===== src/rtl/pipeline_pkg.sv =====
// Shared encodings for the RV32I pipeline: writeback source select, load/store
// size codes and the memory-stage bus handshake states.
package pipeline_pkg;

    localparam int XLEN = 32;

    localparam logic [1:0] RES_ALU  = 2'b00;
    localparam logic [1:0] RES_LOAD = 2'b01;
    localparam logic [1:0] RES_PC4  = 2'b10;

    localparam logic [2:0] F3_B  = 3'b000;
    localparam logic [2:0] F3_H  = 3'b001;
    localparam logic [2:0] F3_W  = 3'b010;
    localparam logic [2:0] F3_BU = 3'b100;
    localparam logic [2:0] F3_HU = 3'b101;

    typedef enum logic [1:0] {
        IDLE = 2'd0,
        REQ  = 2'd1,
        RESP = 2'd2
    } mem_state_t;

endpackage


===== src/rtl/mem_align.sv =====
// Combinational data-memory alignment: store lane steering and byte enables,
// load lane extraction with sign/zero extension, and access fault detection.
module mem_align
    import pipeline_pkg::*;
(
    input  logic            is_load,
    input  logic            is_store,
    input  logic [2:0]      funct3,
    input  logic [1:0]      addr_lo,
    input  logic [XLEN-1:0] store_data,
    input  logic [XLEN-1:0] load_word,
    output logic [XLEN-1:0] wdata,
    output logic [3:0]      be,
    output logic [XLEN-1:0] load_data,
    output logic            fault
);

    logic                   legal_f3;
    logic                   misaligned;
    logic [XLEN-1:0]        shifted;
    logic signed [7:0]      lane_b;
    logic signed [15:0]     lane_h;

    // Shift the addressed byte down to bit 0; halfword lanes fall out of the same shift.
    assign shifted = load_word >> {addr_lo, 3'b000};
    assign lane_b  = shifted[7:0];
    assign lane_h  = shifted[15:0];

    always_comb begin
        legal_f3 = 1'b1;
        if (is_store)
            legal_f3 = (funct3 == F3_B) || (funct3 == F3_H) || (funct3 == F3_W);
        else if (is_load)
            legal_f3 = (funct3 == F3_B) || (funct3 == F3_H) || (funct3 == F3_W) ||
                       (funct3 == F3_BU) || (funct3 == F3_HU);
        misaligned = ((funct3[1:0] == 2'b01) && addr_lo[0]) ||
                     ((funct3[1:0] == 2'b10) && (addr_lo != 2'b00));
        fault = (is_load || is_store) && (!legal_f3 || misaligned);
    end

    always_comb begin
        wdata = store_data;
        be    = 4'b0000;
        if (is_store) begin
            case (funct3[1:0])
                2'b00: begin
                    wdata = {4{store_data[7:0]}};
                    be    = 4'b0001 << addr_lo;
                end
                2'b01: begin
                    wdata = {2{store_data[15:0]}};
                    be    = 4'b0011 << addr_lo;
                end
                default: be = 4'b1111;
            endcase
        end
    end

    always_comb begin
        case (funct3)
            F3_B:    load_data = XLEN'(lane_b);
            F3_H:    load_data = XLEN'(lane_h);
            F3_BU:   load_data = {24'd0, shifted[7:0]};
            F3_HU:   load_data = {16'd0, shifted[15:0]};
            default: load_data = load_word;
        endcase
    end

endmodule


===== src/rtl/mem_wb_stage.sv =====
// Memory stage and MEM/WB register: drives the req/grant/rvalid data bus,
// stalls the front of the pipe while an access is outstanding.
module mem_wb_stage
    import pipeline_pkg::*;
(
    input  logic            clk,
    input  logic            reset,
    input  logic            RegWriteM,
    input  logic            MemWriteM,
    input  logic [1:0]      ResultSrcM,
    input  logic [2:0]      Funct3M,
    input  logic [XLEN-1:0] ALUResultM,
    input  logic [XLEN-1:0] WriteDataM,
    input  logic [XLEN-1:0] PCPlus4M,
    input  logic [4:0]      RdM,
    output logic            DmemReq,
    output logic            DmemWe,
    output logic [XLEN-1:0] DmemAddr,
    output logic [XLEN-1:0] DmemWdata,
    output logic [3:0]      DmemBe,
    input  logic            DmemGnt,
    input  logic            DmemRvalid,
    input  logic [XLEN-1:0] DmemRdata,
    output logic            StallM,
    output logic            AccessFaultM,
    output logic            RegWriteW,
    output logic [1:0]      ResultSrcW,
    output logic [4:0]      RdW,
    output logic [XLEN-1:0] ALUResultW,
    output logic [XLEN-1:0] ReadDataW,
    output logic [XLEN-1:0] PCPlus4W
);

    mem_state_t      state, state_next;
    logic            is_load, is_store, mem_op, fault, legal;
    logic            complete, load_done;
    logic [XLEN-1:0] wdata_al, load_data;
    logic [3:0]      be_al;

    // A store with ResultSrcM==01 is still only a store.
    assign is_store = MemWriteM;
    assign is_load  = (ResultSrcM == RES_LOAD) && !MemWriteM;
    assign mem_op   = is_load || is_store;
    assign legal    = mem_op && !fault;

    mem_align u_align (
        .is_load    (is_load),
        .is_store   (is_store),
        .funct3     (Funct3M),
        .addr_lo    (ALUResultM[1:0]),
        .store_data (WriteDataM),
        .load_word  (DmemRdata),
        .wdata      (wdata_al),
        .be         (be_al),
        .load_data  (load_data),
        .fault      (fault)
    );

    assign DmemAddr     = {ALUResultM[31:2], 2'b00};
    assign DmemWe       = is_store;
    assign DmemWdata    = wdata_al;
    assign DmemBe       = is_store ? be_al : 4'b0000;
    assign AccessFaultM = fault;
    assign StallM       = mem_op && !complete;

    always_comb begin
        state_next = state;
        DmemReq    = 1'b0;
        complete   = 1'b0;
        load_done  = 1'b0;
        case (state)
            IDLE, REQ: begin
                if (!legal) begin
                    complete   = 1'b1;
                    state_next = IDLE;
                end else begin
                    DmemReq = 1'b1;
                    if (DmemGnt) begin
                        if (is_store) begin
                            complete   = 1'b1;
                            state_next = IDLE;
                        end else begin
                            state_next = RESP;
                        end
                    end else begin
                        state_next = REQ;
                    end
                end
            end
            RESP: begin
                if (DmemRvalid) begin
                    complete   = 1'b1;
                    load_done  = 1'b1;
                    state_next = IDLE;
                end
            end
            default: state_next = IDLE;
        endcase
    end

    always_ff @(posedge clk) begin
        if (reset)
            state <= IDLE;
        else
            state <= state_next;
    end

    // MEM/WB boundary: capture on completion, otherwise insert a bubble.
    always_ff @(posedge clk) begin
        if (reset || !complete) begin
            RegWriteW  <= 1'b0;
            ResultSrcW <= RES_ALU;
            RdW        <= 5'd0;
            ALUResultW <= '0;
            ReadDataW  <= '0;
            PCPlus4W   <= '0;
        end else begin
            RegWriteW  <= RegWriteM && !fault;
            ResultSrcW <= (ResultSrcM == 2'b11) ? RES_ALU : ResultSrcM;
            RdW        <= RdM;
            ALUResultW <= ALUResultM;
            ReadDataW  <= load_done ? load_data : '0;
            PCPlus4W   <= PCPlus4M;
        end
    end

endmodule


===== config.mk =====
export PLATFORM = sky130hd
export DESIGN_NAME = mem_wb_stage
export DESIGN_NICKNAME = d
export VERILOG_FILES = /design/src/rtl/pipeline_pkg.sv /design/src/rtl/mem_align.sv /design/src/rtl/mem_wb_stage.sv
export SDC_FILE = /design/constraint.sdc
export NUM_CORES = 1
export LEC_CHECK = 0
export ABC_AREA = 1
export ABC_CLOCK_PERIOD_IN_PS = 1800
export BUFFER_PORTS_ARGS = -buffer_cell sky130_fd_sc_hd__buf_2
export CORE_MARGIN = 2
export CORE_UTILIZATION = 31
export DETAILED_ROUTE_END_ITERATION = 8
export GPL_TIMING_DRIVEN = 0
export PLACE_DENSITY = 0.7
export SLEW_MARGIN = 0
export SYNTH_ARGS = -nofsm -noshare
export SYNTH_HDL_FRONTEND = slang
export SYNTH_HIERARCHICAL = 1
export SYNTH_SLANG_ARGS = --single-unit

===== constraint.sdc =====
create_clock -name clk -period 1.8 [get_ports clk]
set_clock_uncertainty 0.15 [all_clocks]
set_input_delay 0.18 -clock clk [delete_from_list [all_inputs] [get_ports clk]]
set_output_delay 0.18 -clock clk [all_outputs]
set_load 0.03 [all_outputs]

==> impl_metrics.csv <==
group,metric,value,unit
synthesis,yosys_warnings,6,
critical_path,cp_top_family,"buffers and inverters",
die,die-area,0.0173,mm²
global_routing,grt_use_met1,0.234,
global_routing,grt_pass1_wl,27800,µm
critical_path,endpoint_kind,"primary output",
critical_path,worst_ep_required_time,1.47,ns
pwr,worst_ir_drop_vdd,0.409,mV
global_routing,top_usage_layer,"met2",
synthesis,synth_top_area_cell,"dfxtp_1",
timing,worst_pin_slew,0.590,ns
timing,drv_slew,0,
place,dpl.hpwl,12900,µm
pwr,power_density,762,mW/mm²
timing,hold_viol,0,
drt,dr.pass1.iters,5,
global_routing,grt_overflow,0,
drt,ant_nets,0,
clock_tree,cts_tree,"done",
cells_and_area,antennaDiodeCount,0,
timing,period_share,0.979,
drt,drt-initial-drc-count,246,
die,die_w,131,µm
synthesis,yosysTopAreaCellShare,0.421,
clock_tree,htreeDepth,3,
clock_tree,numCtsBuffers,9,
cells_and_area,fin_nets,1186,
drt,drt-wirelength-per-cell,14.0,µm
global_routing,grt_pass1_vias,5341,
timing,setup_tns,0,ns
place,place_area,0.00696,mm²
synthesis,synth.area.top_cells,"dfxtp_1, nor2_2, nand2_1, inv_1, buf_4",
synthesis,ys_types,31,
die,core_area,0.0159,mm²
critical_path,worstSetupPathType,"in -> out",
drt,num_vias,5464,
global_routing,grtUsageMet2,0.345,
global_routing,grt_max_degree,20,
critical_path,critPathSlowestCell,"dlygate4sd3_1",
pwr,power,0.00612,W
critical_path,cp_max_fo,6,
synthesis,synth_seq_area_share,0.421,
clock_tree,path_clk_slew,0.07,ns
global_routing,grt_util_met3,0.0571,
drt,via_per_inst,4.33,
timing,relSlewSlack,0.607,
global_routing,grtUsageTotal,0.200,
run_status,status,"complete, no violations",
critical_path,crit_buf_inv,3,
place,port_buffers,315,
clock_tree,cts_buffer_depth,2,
clock_tree,insertion_delay,0.35,ns
die,start_util,0.317,
synthesis,synth_cells,640,
cells_and_area,finalInstanceArea,0.00803,mm²
synthesis,yosys_register_bits,106,
die,ioPinCount,320,
die,row_count,46,
critical_path,slowest_delay,0.57,ns
clock_tree,cts-root-buf,"clkbuf_16",
timing,setup_viol,0,
cells_and_area,layout-drive-gt1-share,0.487,
synthesis,syn_area_per_cell,7.87,µm²
run,drv_cap,0,
synthesis,syn_area,0.00504,mm²
timing,fmax,568,MHz
cells_and_area,area_growth,59.3,%
clock_tree,cts_sinks,106,
drt,wirelength,17700,µm
critical_path,crit_chain,"dlygate4sd3_1 -> buf_2 -> nand3_4 -> nand2_4 -> a21oi_4 -> buf_4",
critical_path,cp.arrival,1.43,ns
critical_path,start_kind,"primary input",
worst_hold_path,hold_path_class,"in -> reg",
drt,drc,0,
die,die-height,131,µm
timing,min_period,1.76,ns
global_routing,grt_antenna_before_repair,1,
place,gp_congestion,0.894,
pwr,leakagePower,4.40,nW
==> area by class of cell <==
| type | instances | area (µm²) |
|---|---|---|
| Fill cell | 1493 | 7860 |
| Timing Repair Buffer | 392 | 2340 |
| Sequential cell | 106 | 2120 |
| Multi-Input combinational cell | 354 | 2010 |
| Buffer | 70 | 563 |
| Inverter | 109 | 433 |
| Tap cell | 216 | 270 |
| Clock buffer | 9 | 225 |
| Clock inverter | 7 | 61.3 |
==> cells in the final DEF (no fill, tap or decap), types with 2 or more instances in the layout <==
cell type | netlist | layout
buf_2 | 6 | 319
nand2_4 | 3 | 4
dfxtp_1 | 106 | 106
nand2_2 | 6 | 7
nand2_1 | 109 | 107
clkbuf_16 | 0 | 9
nand3_1 | 42 | 42
buf_8 | 0 | 8
buf_4 | 44 | 48
inv_1 | 103 | 101
a21oi_1 | 13 | 12
dlygate4sd3_1 | 0 | 74
inv_6 | 1 | 3
o211ai_1 | 2 | 2
nand4_2 | 5 | 5
nor2_2 | 72 | 71
nand3_2 | 6 | 5
nor3b_1 | 32 | 32
nor2_1 | 15 | 14
buf_6 | 14 | 5
nor2_4 | 4 | 6
nand4_1 | 2 | 2
o21ai_2 | 0 | 2
clkbuf_1 | 8 | 7
o21ai_1 | 2 | 2
conb_1 | 1 | 2
o21ai_0 | 25 | 23
clkinv_2 | 0 | 2
o22ai_1 | 8 | 8
inv_2 | 4 | 5
==> registers in the layout, indices dropped and copies added (netlist names) <==
name        count
state           2
ReadDataW      32
RdW             5
PCPlus4W       32
ResultSrcW      2
RegWriteW       1
ALUResultW     32
==> synthesized netlist by cell type, drive strengths merged <==
| library cell | count |
|---|---|
| or2 | 1 |
| nand3b | 1 |
| nor4 | 1 |
| nand3 | 48 |
| inv | 108 |
| o21ai | 27 |
| nor2 | 91 |
| a31oi | 2 |
| bufinv | 1 |
| nor3b | 32 |
| o22ai | 8 |
| a21oi | 13 |
| dfxtp | 106 |
| conb | 1 |
| clkbuf | 8 |
| nand2 | 119 |
| nand4 | 7 |
| o211ai | 2 |
| buf | 64 |
==> report_power, final <==
group          internal (W)  switching (W)
combinational      0.000660        0.00105
sequential          0.00245      0.0000287
clock              0.000964       0.000956
==> per-layer routing <==
layer / wire length, µm / up-vias
li1: - / 2726
met3: 1540 / 37
met4: 424 / 2
met1: 7060 / 2435
met5: 13 / -
met2: 8660 / 264
==> worst register-to-register path: cells and delay by family (launching register included) <==
| family | cells | cell delay [ns] |
|---|---|---|
| simple gates | 4 | 0.57 |
| flops | 1 | 0.47 |
| buf+inv | 1 | 0.18 |
==> path summary, 6_finish.rpt <==
check / startpoint / end / slack [ns] / depth (start not counted)
max: DmemRvalid / StallM / 0.04 / 6
min reg2reg: state[0]$_SDFFE_PP0P_ / state[1]$_SDFFE_PP0P_ / 0.42 / 3
max reg2reg: state[1]$_SDFFE_PP0P_ / ALUResultW[21]$_SDFF_PP0_ / 0.37 / 5
min: ResultSrcM[0] / ResultSrcW[0]$_SDFF_PP0_ / 0.03 / 3
==> repair_timing <==
item	CTS	global route
gates resized for setup	7	3
endpoints found under the hold margin	73	0
buffers inserted	1	2
hold buffers	74	0
pin swaps	1	2
setup endpoints to repair	5	7
==> logic make-up after synthesis <==
group	after synthesis	synth area share
AO/OA/AOI/OAI	52	0.0551
buffers and inverters	181	0.194
flip-flops	106	0.421
other	1	0.000744
AND/OR/NAND/NOR	300	0.329
==> metrics by stage <==
step	hold slack (ns)	worst slack [ns]	utilization	cells
2_1_floorplan	0.109	0.00190	-	641
6_report	0.0331	0.0384	0.505	1263
3_5_place_dp	0.240	-0.387	0.438	1172
4_1_cts	0.0153	0.0000384	0.504	1262
3_3_place_gp	0.241	-0.354	0.438	1172
5_1_grt	0.0367	-0.00871	0.505	1263
(Power assumes the default switching activity.)
